[src/rtl/uart_rx_fifo.sv]
// Receive-side byte FIFO between a UART receiver and its consumer, first-word-fall-through.
// Optional per-entry frame-error flag is enabled by defining UART_RX_FIFO_FRAME_ERR_EN.
module uart_rx_fifo #(
  parameter int DEPTH      = 16,
  parameter int DATA_WIDTH = 8
) (
  input  logic                     clk,
  input  logic                     rst_n,
  input  logic [DATA_WIDTH-1:0]    wr_data,
  input  logic                     wr_valid,
`ifdef UART_RX_FIFO_FRAME_ERR_EN
  input  logic                     wr_frame_err,
  output logic                     rd_frame_err,
`endif
  output logic [DATA_WIDTH-1:0]    rd_data,
  output logic                     rd_valid,
  input  logic                     rd_ready,
  output logic [$clog2(DEPTH):0]   count,
  output logic                     full,
  output logic                     empty,
  output logic                     overrun,
  input  logic                     overrun_clr
);

  localparam int AW = $clog2(DEPTH);
  localparam int CW = AW + 1;
`ifdef UART_RX_FIFO_FRAME_ERR_EN
  localparam int EW = DATA_WIDTH + 1;
`else
  localparam int EW = DATA_WIDTH;
`endif
  localparam logic [CW-1:0] FULL_CNT = CW'(DEPTH);

  logic [EW-1:0] r_mem [DEPTH];
  logic [AW-1:0] r_wr_ptr;
  logic [AW-1:0] r_rd_ptr;
  logic [CW-1:0] r_count;
  logic          r_overrun;

  logic          w_push;
  logic          w_pop;
  logic          w_drop;
  logic          w_full;
  logic          w_empty;
  logic [EW-1:0] w_wr_entry;
  logic [EW-1:0] w_rd_entry;

  // Handshake: a byte transfers out when rd_valid && rd_ready at a rising edge;
  // the write side has no backpressure, so a strobe into a full FIFO without a
  // simultaneous pop is dropped and recorded in the sticky overrun flag.
  assign w_full  = (r_count == FULL_CNT);
  assign w_empty = (r_count == '0);
  assign w_pop   = !w_empty && rd_ready;
  assign w_push  = wr_valid && (!w_full || w_pop);
  assign w_drop  = wr_valid && w_full && !w_pop;

`ifdef UART_RX_FIFO_FRAME_ERR_EN
  assign w_wr_entry   = {wr_frame_err, wr_data};
  assign rd_frame_err = w_rd_entry[DATA_WIDTH];
`else
  assign w_wr_entry   = wr_data;
`endif

  assign w_rd_entry = r_mem[r_rd_ptr];
  assign rd_data    = w_rd_entry[DATA_WIDTH-1:0];
  assign rd_valid   = !w_empty;
  assign count      = r_count;
  assign full       = w_full;
  assign empty      = w_empty;
  assign overrun    = r_overrun;

  // Storage carries no reset; validity is tracked entirely by the count.
  always_ff @(posedge clk) begin
    if (rst_n && w_push) begin
      r_mem[r_wr_ptr] <= w_wr_entry;
    end
  end

  always_ff @(posedge clk) begin
    if (!rst_n) begin
      r_wr_ptr  <= '0;
      r_rd_ptr  <= '0;
      r_count   <= '0;
      r_overrun <= 1'b0;
    end else begin
      if (w_push) begin
        r_wr_ptr <= r_wr_ptr + AW'(1);
      end
      if (w_pop) begin
        r_rd_ptr <= r_rd_ptr + AW'(1);
      end
      case ({w_push, w_pop})
        2'b10:   r_count <= r_count + CW'(1);
        2'b01:   r_count <= r_count - CW'(1);
        default: r_count <= r_count;
      endcase
      if (w_drop) begin
        r_overrun <= 1'b1;
      end else if (overrun_clr) begin
        r_overrun <= 1'b0;
      end
    end
  end

endmodule

[config.mk]
export PLATFORM = sky130hd
export DESIGN_NAME = uart_rx_fifo
export DESIGN_NICKNAME = d
export VERILOG_FILES = /design/src/rtl/uart_rx_fifo.sv
export SDC_FILE = /design/constraint.sdc
export NUM_CORES = 1
export LEC_CHECK = 0
export CORE_MARGIN = 2
export CORE_UTILIZATION = 54
export CTS_CLUSTER_SIZE = 24
export DETAILED_ROUTE_END_ITERATION = 6
export PLACE_DENSITY = 0.73
export SYNTH_ARGS = -nofsm -noshare
export SYNTH_HDL_FRONTEND = slang
export SYNTH_SLANG_ARGS = --single-unit
[constraint.sdc]
create_clock -name clk -period 2.1 [get_ports clk]
set_input_delay 0.42 -clock clk [delete_from_list [all_inputs] [get_ports clk]]
set_output_delay 0.42 -clock clk [all_outputs]
set_load 0.02 [all_outputs]
==> load_flow_metrics.sql, run 1 <==
INSERT INTO impl_metrics (metric_group, metric, value, unit) VALUES
('placement', 'io_buffers', '29', ''),
('die', 'placementRows', '38', ''),
('finish', 'top_library_cells_by_usage_in_the_layout_fill_and_taps_aside', '128 x edfxtp_1, 35 x buf_4, 32 x mux4_2, 20 x nor2_1', ''),
('detailed_routing', 'route.antenna.remaining_nets', '0', ''),
('power_and_ir_drop', 'power-per-cell-area', '1150', 'mW/mm^2'),
('synth', 'synthSimpleGateAreaFrac', '6.27', '%'),
('placement', 'detailed_place.area', '0.00673', 'sq mm'),
('detailed_routing', 'drtPass1Iterations', '4', ''),
('finish', 'finalInstanceArea', '0.00756', 'sq mm'),
('die', 'core_region_area', '0.0107', 'sq mm'),
('synth', 'synth_seq_area_share', '71.4', '%'),
('die', 'initial_utilization', '54.8', '%'),
('sta', 'rsz0062_at_grt', 'yes', ''),
('synth', 'synth_cell_type_count', '40', ''),
('sta', 'max_freq', '0.391', 'GHz'),
('sta', 'timing.final.crit_share', '122', '%'),
('worst_setup_path', 'critical_path.endpoint_type', 'output port', ''),
('worst_hold_path', 'min-delay-path-class', 'register to register', ''),
('sta', 'timing.final.crit_period', '2560', 'ps'),
('detailed_routing', 'routed_via_count_divided_by_cell_count', '5.80', ''),
('status', 'status', 'finished, violations left', ''),
('sta', 'worst_pin_slew', '705', 'ps'),
('detailed_routing', 'drt-initial-drc-count', '243', ''),
('power_and_ir_drop', 'switching_share', '27.7', '%'),
('synth', 'synth.avg_cell_area', '17.8', 'sq um'),
('global_route', 'grt.overflow.total', '0', ''),
('cts', 'clockRootBuffer', 'clkbuf_8', ''),
('power_and_ir_drop', 'pwr-share-comb', '29.0', '%'),
('global_route', 'grt_antenna_before_repair', '0', ''),
('cts', 'cts_buffers', '17', ''),
('synth', 'synth-compound-area-share', '4.32', '%'),
('finish', 'finalNetCount', '435', ''),
('die', 'boundaryPins', '30', ''),
('power_and_ir_drop', 'power_switching', '2.40', 'mW'),
('cts', 'htreeDepth', '4', ''),
('worst_setup_path', 'cp_max_fo', '6', ''),
('sta', 'slew_headroom', '52.9', '%'),
('die', 'die_width', '108', 'um'),
('sta', 'clock_skew', '10.4', 'ps'),
('power_and_ir_drop', 'clkPwrFrac', '32.2', '%'),
('synth', 'dominant_combinational_cell_family_by_area_after_synthesis', 'multiplexers', ''),
('detailed_routing', 'drt_wl_total', '12.2', 'mm'),
('global_route', 'grt.total_usage', '23.0', '%'),
('power_and_ir_drop', 'cellLeakagePower', '2.58', 'nW'),
('sta', 'finalHoldViolations', '0', ''),
('synth', 'synth.mux.area_fraction', '13.6', '%'),
('sta', 'timing.final.ws_setup', '-460', 'ps'),
('synth', 'synth-xor-area-share', '0.595', '%'),
('synth', 'share_of_synthesized_cell_area_in_full_adder_half_adder_and_majority_cells', '2.04', '%'),
('job', 'max-cap-violations', '0', ''),
('power_and_ir_drop', 'ir_drop', '0.00107', 'V'),
('synth', 'number_of_instances_in_the_synthesized_netlist', '331', ''),
('die', 'die_h', '108', 'um'),
('status', 'failed_checks', 'setup timing', ''),
('synth', 'syn-cell-area', '0.00588', 'sq mm'),
('power_and_ir_drop', 'pwr-share-seq', '38.8', '%'),
('cts', 'cts_tree', 'built', ''),
('placement', 'place.detailed.hpwl', '7.29', 'mm'),
('cts', 'clk-insertion-delay-late', '540', 'ps'),
('global_route', 'vias_in_the_first_global_route', '3333', ''),
('finish', 'area_delta_synth_final', '28.5', '%'),
('sta', 'whs', '504', 'ps'),
('cts', 'cts_num_sinks', '146', ''),
('cts', 'worst_setup_hold_path_clk_slew', '60', 'ps'),
('cts', 'clock_tree_buf_depth', '2', ''),
('finish', 'final_common_cell', 'edfxtp_1', ''),
('synth', 'ys_ff_latch', '146', ''),
('power_and_ir_drop', 'cellInternalPower', '6.27', 'mW'),
('sta', 'final-setup-viol-count', '8', ''),
('synth', 'synth-warning-count', '0', ''),
('finish', 'fraction_of_layout_instances_using_a_drive_strength_above_1', '38.4', '%');
[per-stage QoR]
step | power [mW] | worst slack [ps] | std cells | util (%) | TNS [ps]
after floorplan | 4.66 | 7.21 | 331 | - | 0
after global placement | 5.41 | -319 | 528 | 62.6 | -4020
after detailed placement | 5.43 | -308 | 528 | 62.6 | -5450
after CTS | 8.66 | -508 | 569 | 70.1 | -4280
after global routing | 9.05 | -544 | 565 | 70.4 | -4120
final | 8.68 | -460 | 565 | 70.4 | -3320
[layer usage]
| layer | global-route usage [%] | part of all wire [%] |
|---|---|---|
| met5 | 0 | 0 |
| met4 | 9.34 | 2.0 |
| met3 | 6.93 | 4.5 |
| met2 | 39.4 | 52 |
| met1 | 27.3 | 41 |
[repair_timing]
| action | in CTS | in global routing |
|---|---|---|
| setup endpoints to repair | 11 | 85 |
| pin swaps | 12 | 19 |
| setup buffers | 8 | 1 |
| resized for setup | 89 | 23 |
| cloned | 2 | 0 |
[cells in the mapped netlist (all sizes together)]
cell | count | area [sq um]
a211oi | 1 | 7.51
ha | 8 | 100
xnor2 | 4 | 35.0
dfxtp | 18 | 360
a21oi | 2 | 13.8
nand3 | 3 | 15.0
nor4 | 1 | 6.26
a32oi | 1 | 8.76
inv | 9 | 33.8
nand3b | 2 | 15.0
buf | 6 | 33.8
mux2i | 8 | 80.1
clkbuf | 9 | 33.8
nand2b | 6 | 37.5
a21o | 1 | 7.51
o21ai | 4 | 23.8
fa | 1 | 20.0
nor3 | 1 | 5.00
nor2 | 23 | 86.3
o21a | 4 | 37.5
nand2 | 20 | 75.1
and4 | 1 | 11.3
or3b | 1 | 8.76
o211ai | 2 | 20.0
nand4 | 3 | 18.8
nor2b | 6 | 37.5
a22oi | 16 | 120
or4 | 2 | 15.0
edfxtp | 128 | 3840
mux4 | 32 | 721
and2 | 6 | 37.5
o2111ai | 1 | 8.76
a31oi | 1 | 6.26
[cells by family (layout without fill, tap and decap cells)]
kind of cell / after synthesis / after routing
flip-flops: 146 / 146
AND/OR/NAND/NOR: 75 / 75
multiplexers: 40 / 40
AO/OA/AOI/OAI: 33 / 33
buffers and inverters: 24 / 118
adder cells (fa/ha/maj): 9 / 9
XOR/XNOR: 4 / 4
[layout make-up]
class / instances / area (sq um)
clock inverter: 13 / 140
inverter: 9 / 41.3
timing repair buffer: 78 / 792
multi-input combinational: 161 / 1780
fill: 712 / 3180
tap: 140 / 175
clock buffer: 18 / 418
sequential: 146 / 4220
[critical path, stage by stage (launching register included)]
cell and delay, ps:
dfxtp_4 410, buf_12 150, mux4_2 510, a22oi_2 260, nand2_2 120, buf_6 150
[flip-flops by register name (all words and copies together) (netlist names), named ones only]
signal    cells
r_wr_ptr      4
overrun       1
r_rd_ptr      4
count         5
r_mem       128
[final timing paths]
check	slack, ps	from	cells past startpoint	end
min reg2reg	500	r_wr_ptr[3]$_SDFFE_PN0N_	2	r_wr_ptr[3]$_SDFFE_PN0N_
max	-460	register	5	rd_data[6]
max reg2reg	40	count[3]$_SDFFE_PN0P_	9	count[4]$_SDFFE_PN0P_
min	500	r_wr_ptr[3]$_SDFFE_PN0N_	2	r_wr_ptr[3]$_SDFFE_PN0N_
[power groups by stage]
stage               logic (mW)  registers (mW)  clock network (mW)
CTS                       2.46            3.37                2.83
global placement          2.00            3.41                   0
finish                    2.51            3.37                2.79
detailed placement        2.02            3.41                   0
floorplan                 1.20            3.46                   0
global route              2.73            3.38                2.95
Note: power is estimated with default switching activity, not from simulation.
==> inputs of run 2 (changes only) <==
Settings changed: SETUP_SLACK_MARGIN set to 0.5.
==> run 2 against run 1 <==
Compared with the run above: the flow still finishes with violations (setup timing); hold slack better by 26 ps; register-to-register slack better by 60 ps; clock power down 4%; core utilization up 5.5 points; critical path depth up 1; cell count up 2.5%; design area up 7.8%; sequential cell count unchanged; die area unchanged; combinational power up 14%; routed wire length up 1.9%; critical path type unchanged.
==> load_flow_metrics.sql, run 2 (synthesis gave the netlist of run 1 again) <==
INSERT INTO impl_metrics (metric_group, metric, value, unit) VALUES
('die', 'core_region_area', '0.0107', 'sq mm'),
('sta', 'timing.final.crit_period', '2590', 'ps'),
('worst_setup_path', 'worst_ep_required_time', '1680', 'ps'),
('power_and_ir_drop', 'power-per-cell-area', '1090', 'mW/mm^2'),
('sta', 'slew_headroom', '57.6', '%'),
('worst_setup_path', 'cp_max_fo', '7', ''),
('sta', 'final-setup-viol-count', '8', ''),
('worst_setup_path', 'slowest_stage', 'mux4_2', ''),
('die', 'placementRows', '38', ''),
('detailed_routing', 'routedWlPerCell', '21.5', 'um'),
('global_route', 'grt.total_usage', '23.4', '%'),
('placement', 'io_buffers', '29', ''),
('global_route', 'grt_antenna_before_repair', '0', ''),
('detailed_routing', 'num_vias', '3286', ''),
('worst_setup_path', 'crit_path_frequent_cell', 'buf_6', ''),
('sta', 'clock_skew', '8.44', 'ps'),
('die', 'initial_utilization', '54.8', '%'),
('cts', 'cts_num_sinks', '146', ''),
('finish', 'top_register', 'r_mem', ''),
('detailed_routing', 'routed_via_count_divided_by_cell_count', '5.68', ''),
('worst_setup_path', 'worstPathArrival', '2170', 'ps'),
('die', 'die_width', '108', 'um'),
('finish', 'top_library_cells_by_usage_in_the_layout_fill_and_taps_aside', '128 x edfxtp_1, 32 x mux4_2, 25 x buf_4, 23 x buf_6, 22 x buf_12', ''),
('power_and_ir_drop', 'cellLeakagePower', '2.72', 'nW'),
('placement', 'place.detailed.hpwl', '7.79', 'mm'),
('worst_setup_path', 'setup.worst_path.start_class', 'register', ''),
('global_route', 'vias_in_the_first_global_route', '3467', ''),
('detailed_routing', 'drtPass1Iterations', '4', ''),
('sta', 'finalHoldViolations', '0', ''),
('placement', 'place_ws', '-281', 'ps'),
('cts', 'ctsHoldBuffers', '0', ''),
('die', 'boundaryPins', '30', ''),
('status', 'status', 'finished, violations left', ''),
('status', 'failed_checks', 'setup timing', ''),
('power_and_ir_drop', 'ir_drop', '0.00145', 'V'),
('detailed_routing', 'drt-initial-drc-count', '180', ''),
('finish', 'fraction_of_layout_instances_using_a_drive_strength_above_1', '49.7', '%'),
('detailed_routing', 'drc', '0', ''),
('sta', 'timing.final.crit_share', '123', '%'),
('finish', 'number_of_flip_flops_in_the_largest_register', '128', ''),
('worst_setup_path', 'r2r_slack', '100', 'ps'),
('worst_hold_path', 'min-delay-path-class', 'input port to register', ''),
('finish', 'antennaDiodeCount', '0', ''),
('cts', 'cts_tree', 'built', ''),
('sta', 'timing.final.ws_setup', '-488', 'ps'),
('cts', 'clock_tree_buf_depth', '2', ''),
('worst_setup_path', 'r2r-start', 'count[2]$_SDFFE_PN0P_', ''),
('sta', 'rsz0062_at_grt', 'yes', ''),
('worst_setup_path', 'crit_chain', 'buf_12 > buf_6 > mux4_2 > a22oi_2 > nand2_2 > buf_6', ''),
('die', 'die_area', '0.0117', 'sq mm'),
('worst_hold_path', 'worstHoldStart', 'overrun_clr', ''),
('cts', 'htreeDepth', '4', ''),
('global_route', 'grt_first_pass_wirelength', '19.5', 'mm'),
('finish', 'fill_cells', '626', ''),
('detailed_routing', 'route.antenna.remaining_nets', '0', ''),
('die', 'die_h', '108', 'um'),
('sta', 'drv_slew', '0', ''),
('cts', 'cts_buffers', '17', ''),
('placement', 'gp_congestion', '0.748', ''),
('finish', 'area_delta_synth_final', '38.5', '%'),
('worst_setup_path', 'worst_path_largest_cell_delay', '510', 'ps'),
('finish', 'final_common_cell', 'edfxtp_1', ''),
('worst_setup_path', 'criticalPathCategory', 'register to output port', ''),
('finish', 'fin_util', '75.9', '%'),
('cts', 'clk-insertion-delay-late', '520', 'ps'),
('detailed_routing', 'drt_wl_total', '12.4', 'mm'),
('global_route', 'grt_start_max_net_pins', '33', ''),
('global_route', 'grt.overflow.total', '0', ''),
('sta', 'max_freq', '0.386', 'GHz'),
('finish', 'finalNetCount', '448', ''),
('cts', 'worst_setup_hold_path_clk_slew', '60', 'ps'),
('cts', 'clockRootBuffer', 'clkbuf_8', ''),
('job', 'max-cap-violations', '0', ''),
('sta', 'worst_pin_slew', '634', 'ps'),
('worst_setup_path', 'critical_path.endpoint_type', 'output port', '');
[run 2: cell types whose count changed in the layout (fill, tap and decap cells not counted), moves of 6 or more]
cell	previous run	this run
nand2_2	3	9
nand2_1	16	7
buf_4	35	25
nor2_1	20	4
nor2_4	3	19
buf_12	8	22
buf_6	16	23
[run 2: metrics by stage]
step | instance area (sq um) | instances | hold slack (ps) | power [mW] | TNS [ps]
after CTS | 8010 | 572 | 508 | 8.73 | -3640
after global routing | 8150 | 579 | 578 | 9.27 | -4240
after detailed placement | 7230 | 531 | 501 | 5.60 | -13100
after global placement | 7230 | 531 | 495 | 5.56 | -11880
final | 8150 | 579 | 531 | 8.90 | -3600
after floorplan | 6300 | 331 | 487 | 4.90 | 0
[run 2: per-layer routing]
layer / track usage (%) / vias to the layer above / part of all wire [%]
li1: - / 1509 / -
met1: 28.5 / 1686 / 39
met2: 41.4 / 77 / 55
met3: 5.67 / 14 / 4.5
met4: 7.14 / 0 / 1.2
met5: 0 / - / 0
[run 2: layout make-up]
type | count | area [sq um] | area share, %
multi-input combinational | 161 | 2040 | 25.1
inverter | 9 | 38.8 | 0.476
clock inverter | 14 | 114 | 1.40
timing repair buffer | 91 | 1140 | 14.0
clock buffer | 18 | 418 | 5.13
sequential | 146 | 4220 | 51.8
tap | 140 | 175 | 2.15
[run 2: worst paths after layout]
path	endpoint	cells past startpoint
hold / removal	overrun$_SDFFE_PN0P_	4
setup / recovery	rd_data[5]	6
hold reg to reg	overrun$_SDFFE_PN0P_	2
setup reg to reg	r_wr_ptr[3]$_SDFFE_PN0N_	7
[run 2: timing repair]
action,in CTS,in global routing
setup endpoints to repair,162,160
buffers inserted,7,6
pin swaps,34,12
gates resized for setup,123,15
gates cloned,2,1
[run 2: critical path: cells and delay by family (launching register included)]
kind / cells / cell delay (ps)
flops: 1 / 460
mux: 1 / 510
compound gates: 1 / 220
buf+inv: 3 / 390
simple gates: 1 / 70
[run 2: power by group]
part / internal, mW / leakage [nW] / switching, mW / total, mW
Sequential: 3.28 / 1.30 / 0.104 / 3.38
Clock: 1.56 / 0.254 / 1.12 / 2.68
Combinational: 1.55 / 1.16 / 1.29 / 2.85
==> inputs of run 3 (changes only) <==
Settings changed: CORE_UTILIZATION 54 to 25, PLACE_DENSITY 0.73 to 0.37, TNS_END_PERCENT set to 30.
Clock period 2.1 ns to 3.3 ns, I/O delays scaled along.
==> run 3 against run 2 <==
Compared with the run above: the run now ends clean; global-route usage fell by 11 points; non-clock buffer count down 32; register-to-register slack gained 700 ps; clock skew decreased by 2.3 ps; sequential power shrank 36%; routed wire length rose by 12%; clock-buffer cell count is 1 lower; die area is 110% higher; sequential share of layout area rose by 4.7 points; cell count rose by 25%.
==> load_flow_metrics.sql, run 3 (synthesis gave the netlist of run 1 again) <==
INSERT INTO impl_metrics (metric_group, metric, value, unit) VALUES
('worst_hold_path', 'min-delay-path-class', 'register to register', ''),
('detailed_routing', 'routed_via_count_divided_by_cell_count', '4.33', ''),
('global_route', 'grt.overflow.total', '0', ''),
('finish', 'post_layout_nonfiller_instances', '725', ''),
('die', 'initial_utilization', '25.3', '%'),
('cts', 'clockRootBuffer', 'clkbuf_16', ''),
('cts', 'htreeDepth', '4', ''),
('power_and_ir_drop', 'power-per-cell-area', '708', 'mW/mm^2'),
('detailed_routing', 'routedWlPerCell', '19.2', 'um'),
('job', 'max-cap-violations', '0', ''),
('status', 'status', 'complete, no violations', ''),
('placement', 'placed_cells', '688', ''),
('power_and_ir_drop', 'ir_drop', '0.000504', 'V'),
('global_route', 'grt_antenna_before_repair', '0', ''),
('power_and_ir_drop', 'finalPower', '5.28', 'mW'),
('cts', 'cts_tree', 'built', ''),
('global_route', 'vias_in_the_first_global_route', '3347', ''),
('detailed_routing', 'drt_wl_total', '13.9', 'mm'),
('finish', 'final_common_cell', 'edfxtp_1', ''),
('cts', 'cts_buffers', '17', ''),
('global_route', 'grt_first_pass_wirelength', '21.2', 'mm'),
('die', 'die_width', '157', 'um'),
('cts', 'cts_num_sinks', '146', ''),
('finish', 'area_delta_synth_final', '26.6', '%'),
('sta', 'setup_tns', '0', 'ps'),
('worst_setup_path', 'worst_ep_required_time', '2640', 'ps'),
('cts', 'ctsHoldBuffers', '0', ''),
('placement', 'place_ws', '493', 'ps'),
('worst_setup_path', 'criticalPathCategory', 'register to output port', ''),
('sta', 'max_freq', '0.358', 'GHz'),
('detailed_routing', 'drt-initial-drc-count', '147', ''),
('die', 'boundaryPins', '30', ''),
('sta', 'slew_headroom', '60.4', '%'),
('die', 'die_h', '157', 'um'),
('die', 'die_area', '0.0248', 'sq mm'),
('sta', 'timing.final.crit_share', '84.5', '%'),
('worst_setup_path', 'setup.worst_path.start_class', 'register', ''),
('sta', 'rsz0062_at_grt', 'yes', ''),
('finish', 'fraction_of_layout_instances_using_a_drive_strength_above_1', '28.1', '%'),
('cts', 'clk-insertion-delay-late', '410', 'ps'),
('finish', 'top_library_cells_by_usage_in_the_layout_fill_and_taps_aside', '128 x edfxtp_1, 32 x mux4_2, 23 x nor2_1, 22 x buf_4', ''),
('sta', 'timing.final.ws_setup', '510', 'ps'),
('sta', 'timing.final.crit_period', '2790', 'ps'),
('power_and_ir_drop', 'cellLeakagePower', '2.45', 'nW'),
('sta', 'whs', '510', 'ps'),
('placement', 'gp_congestion', '0.716', ''),
('worst_setup_path', 'critical_path.endpoint_type', 'output port', ''),
('finish', 'top_register', 'r_mem', ''),
('global_route', 'grt.total_usage', '12.0', '%'),
('worst_setup_path', 'worstPathArrival', '2130', 'ps'),
('detailed_routing', 'num_vias', '3141', ''),
('sta', 'clock_skew', '6.11', 'ps'),
('worst_setup_path', 'cp_max_fo', '8', ''),
('sta', 'finalHoldViolations', '0', ''),
('sta', 'final-setup-viol-count', '0', ''),
('sta', 'drv_slew', '0', ''),
('placement', 'io_buffers', '29', ''),
('detailed_routing', 'route.antenna.remaining_nets', '0', ''),
('finish', 'finalNetCount', '416', ''),
('cts', 'worst_setup_hold_path_clk_slew', '60', 'ps'),
('global_route', 'grt_start_max_net_pins', '33', ''),
('finish', 'number_of_flip_flops_in_the_largest_register', '128', ''),
('sta', 'worst_pin_slew', '593', 'ps'),
('die', 'placementRows', '56', ''),
('placement', 'place.detailed.hpwl', '8.69', 'mm'),
('finish', 'antennaDiodeCount', '0', ''),
('detailed_routing', 'drc', '0', ''),
('die', 'core_region_area', '0.0233', 'sq mm'),
('cts', 'clock_tree_buf_depth', '2', ''),
('detailed_routing', 'drtPass1Iterations', '6', '');
run 3: cell type report:
class	instances	area, sq um
Clock buffer	17	425
Clock inverter	14	164
Fill cell	2298	15800
Inverter	9	33.8
Multi-Input combinational cell	161	1620
Sequential cell	146	4210
Tap cell	319	399
Timing Repair Buffer	59	601
run 3: where the power goes:
part           leakage [nW]  internal, mW  switching [mW]  total, mW
sequential             1.30          2.07          0.0764       2.15
clock                 0.278          1.18           0.744       1.92
combinational         0.868         0.591           0.612       1.20
total                  2.45          3.84            1.43       5.28
run 3: critical path, cell delays in order, from the launching register on:
cell and delay, ps:
dfxtp_4 430, buf_12 120, buf_16 140, mux4_2 490
a22oi_1 240, nand2_1 110, clkbuf_2 170
run 3: timing repair:
action,in CTS,in global routing
pin swaps,0,1
cloned,3,0
setup buffers,3,0
endpoints found under the setup margin,11,10
gates resized for setup,24,16
endpoints found under the hold margin,0,0
run 3: routing by layer:
layer	vias to the layer above	wire length, um	global-route usage, %
met5	-	0	0
met4	0	113	3.25
met3	8	491	3.52
met2	51	6970	20.0
met1	1646	6330	15.4
li1	1436	-	-
run 3: metrics by stage:
step / area, sq um / util, %
after floorplan: 5880 / -
after global placement: 6710 / 28.9
after detailed placement: 6710 / 28.9
after CTS: 7460 / 32.1
after global routing: 7450 / 32.0
final: 7450 / 32.0
run 3: final timing paths:
| kind | startpoint | end | slack, ps | depth (start not counted) |
|---|---|---|---|---|
| worst max-delay path | register | rd_data[2] | 510 | 6 |
| worst min-delay path | r_wr_ptr[3]$_SDFFE_PN0N_ | r_wr_ptr[3]$_SDFFE_PN0N_ | 510 | 2 |
| worst max register to register | count[1]$_SDFFE_PN0P_ | count[4]$_SDFFE_PN0P_ | 800 | 9 |
| worst min register to register | r_wr_ptr[3]$_SDFFE_PN0N_ | r_wr_ptr[3]$_SDFFE_PN0N_ | 510 | 2 |
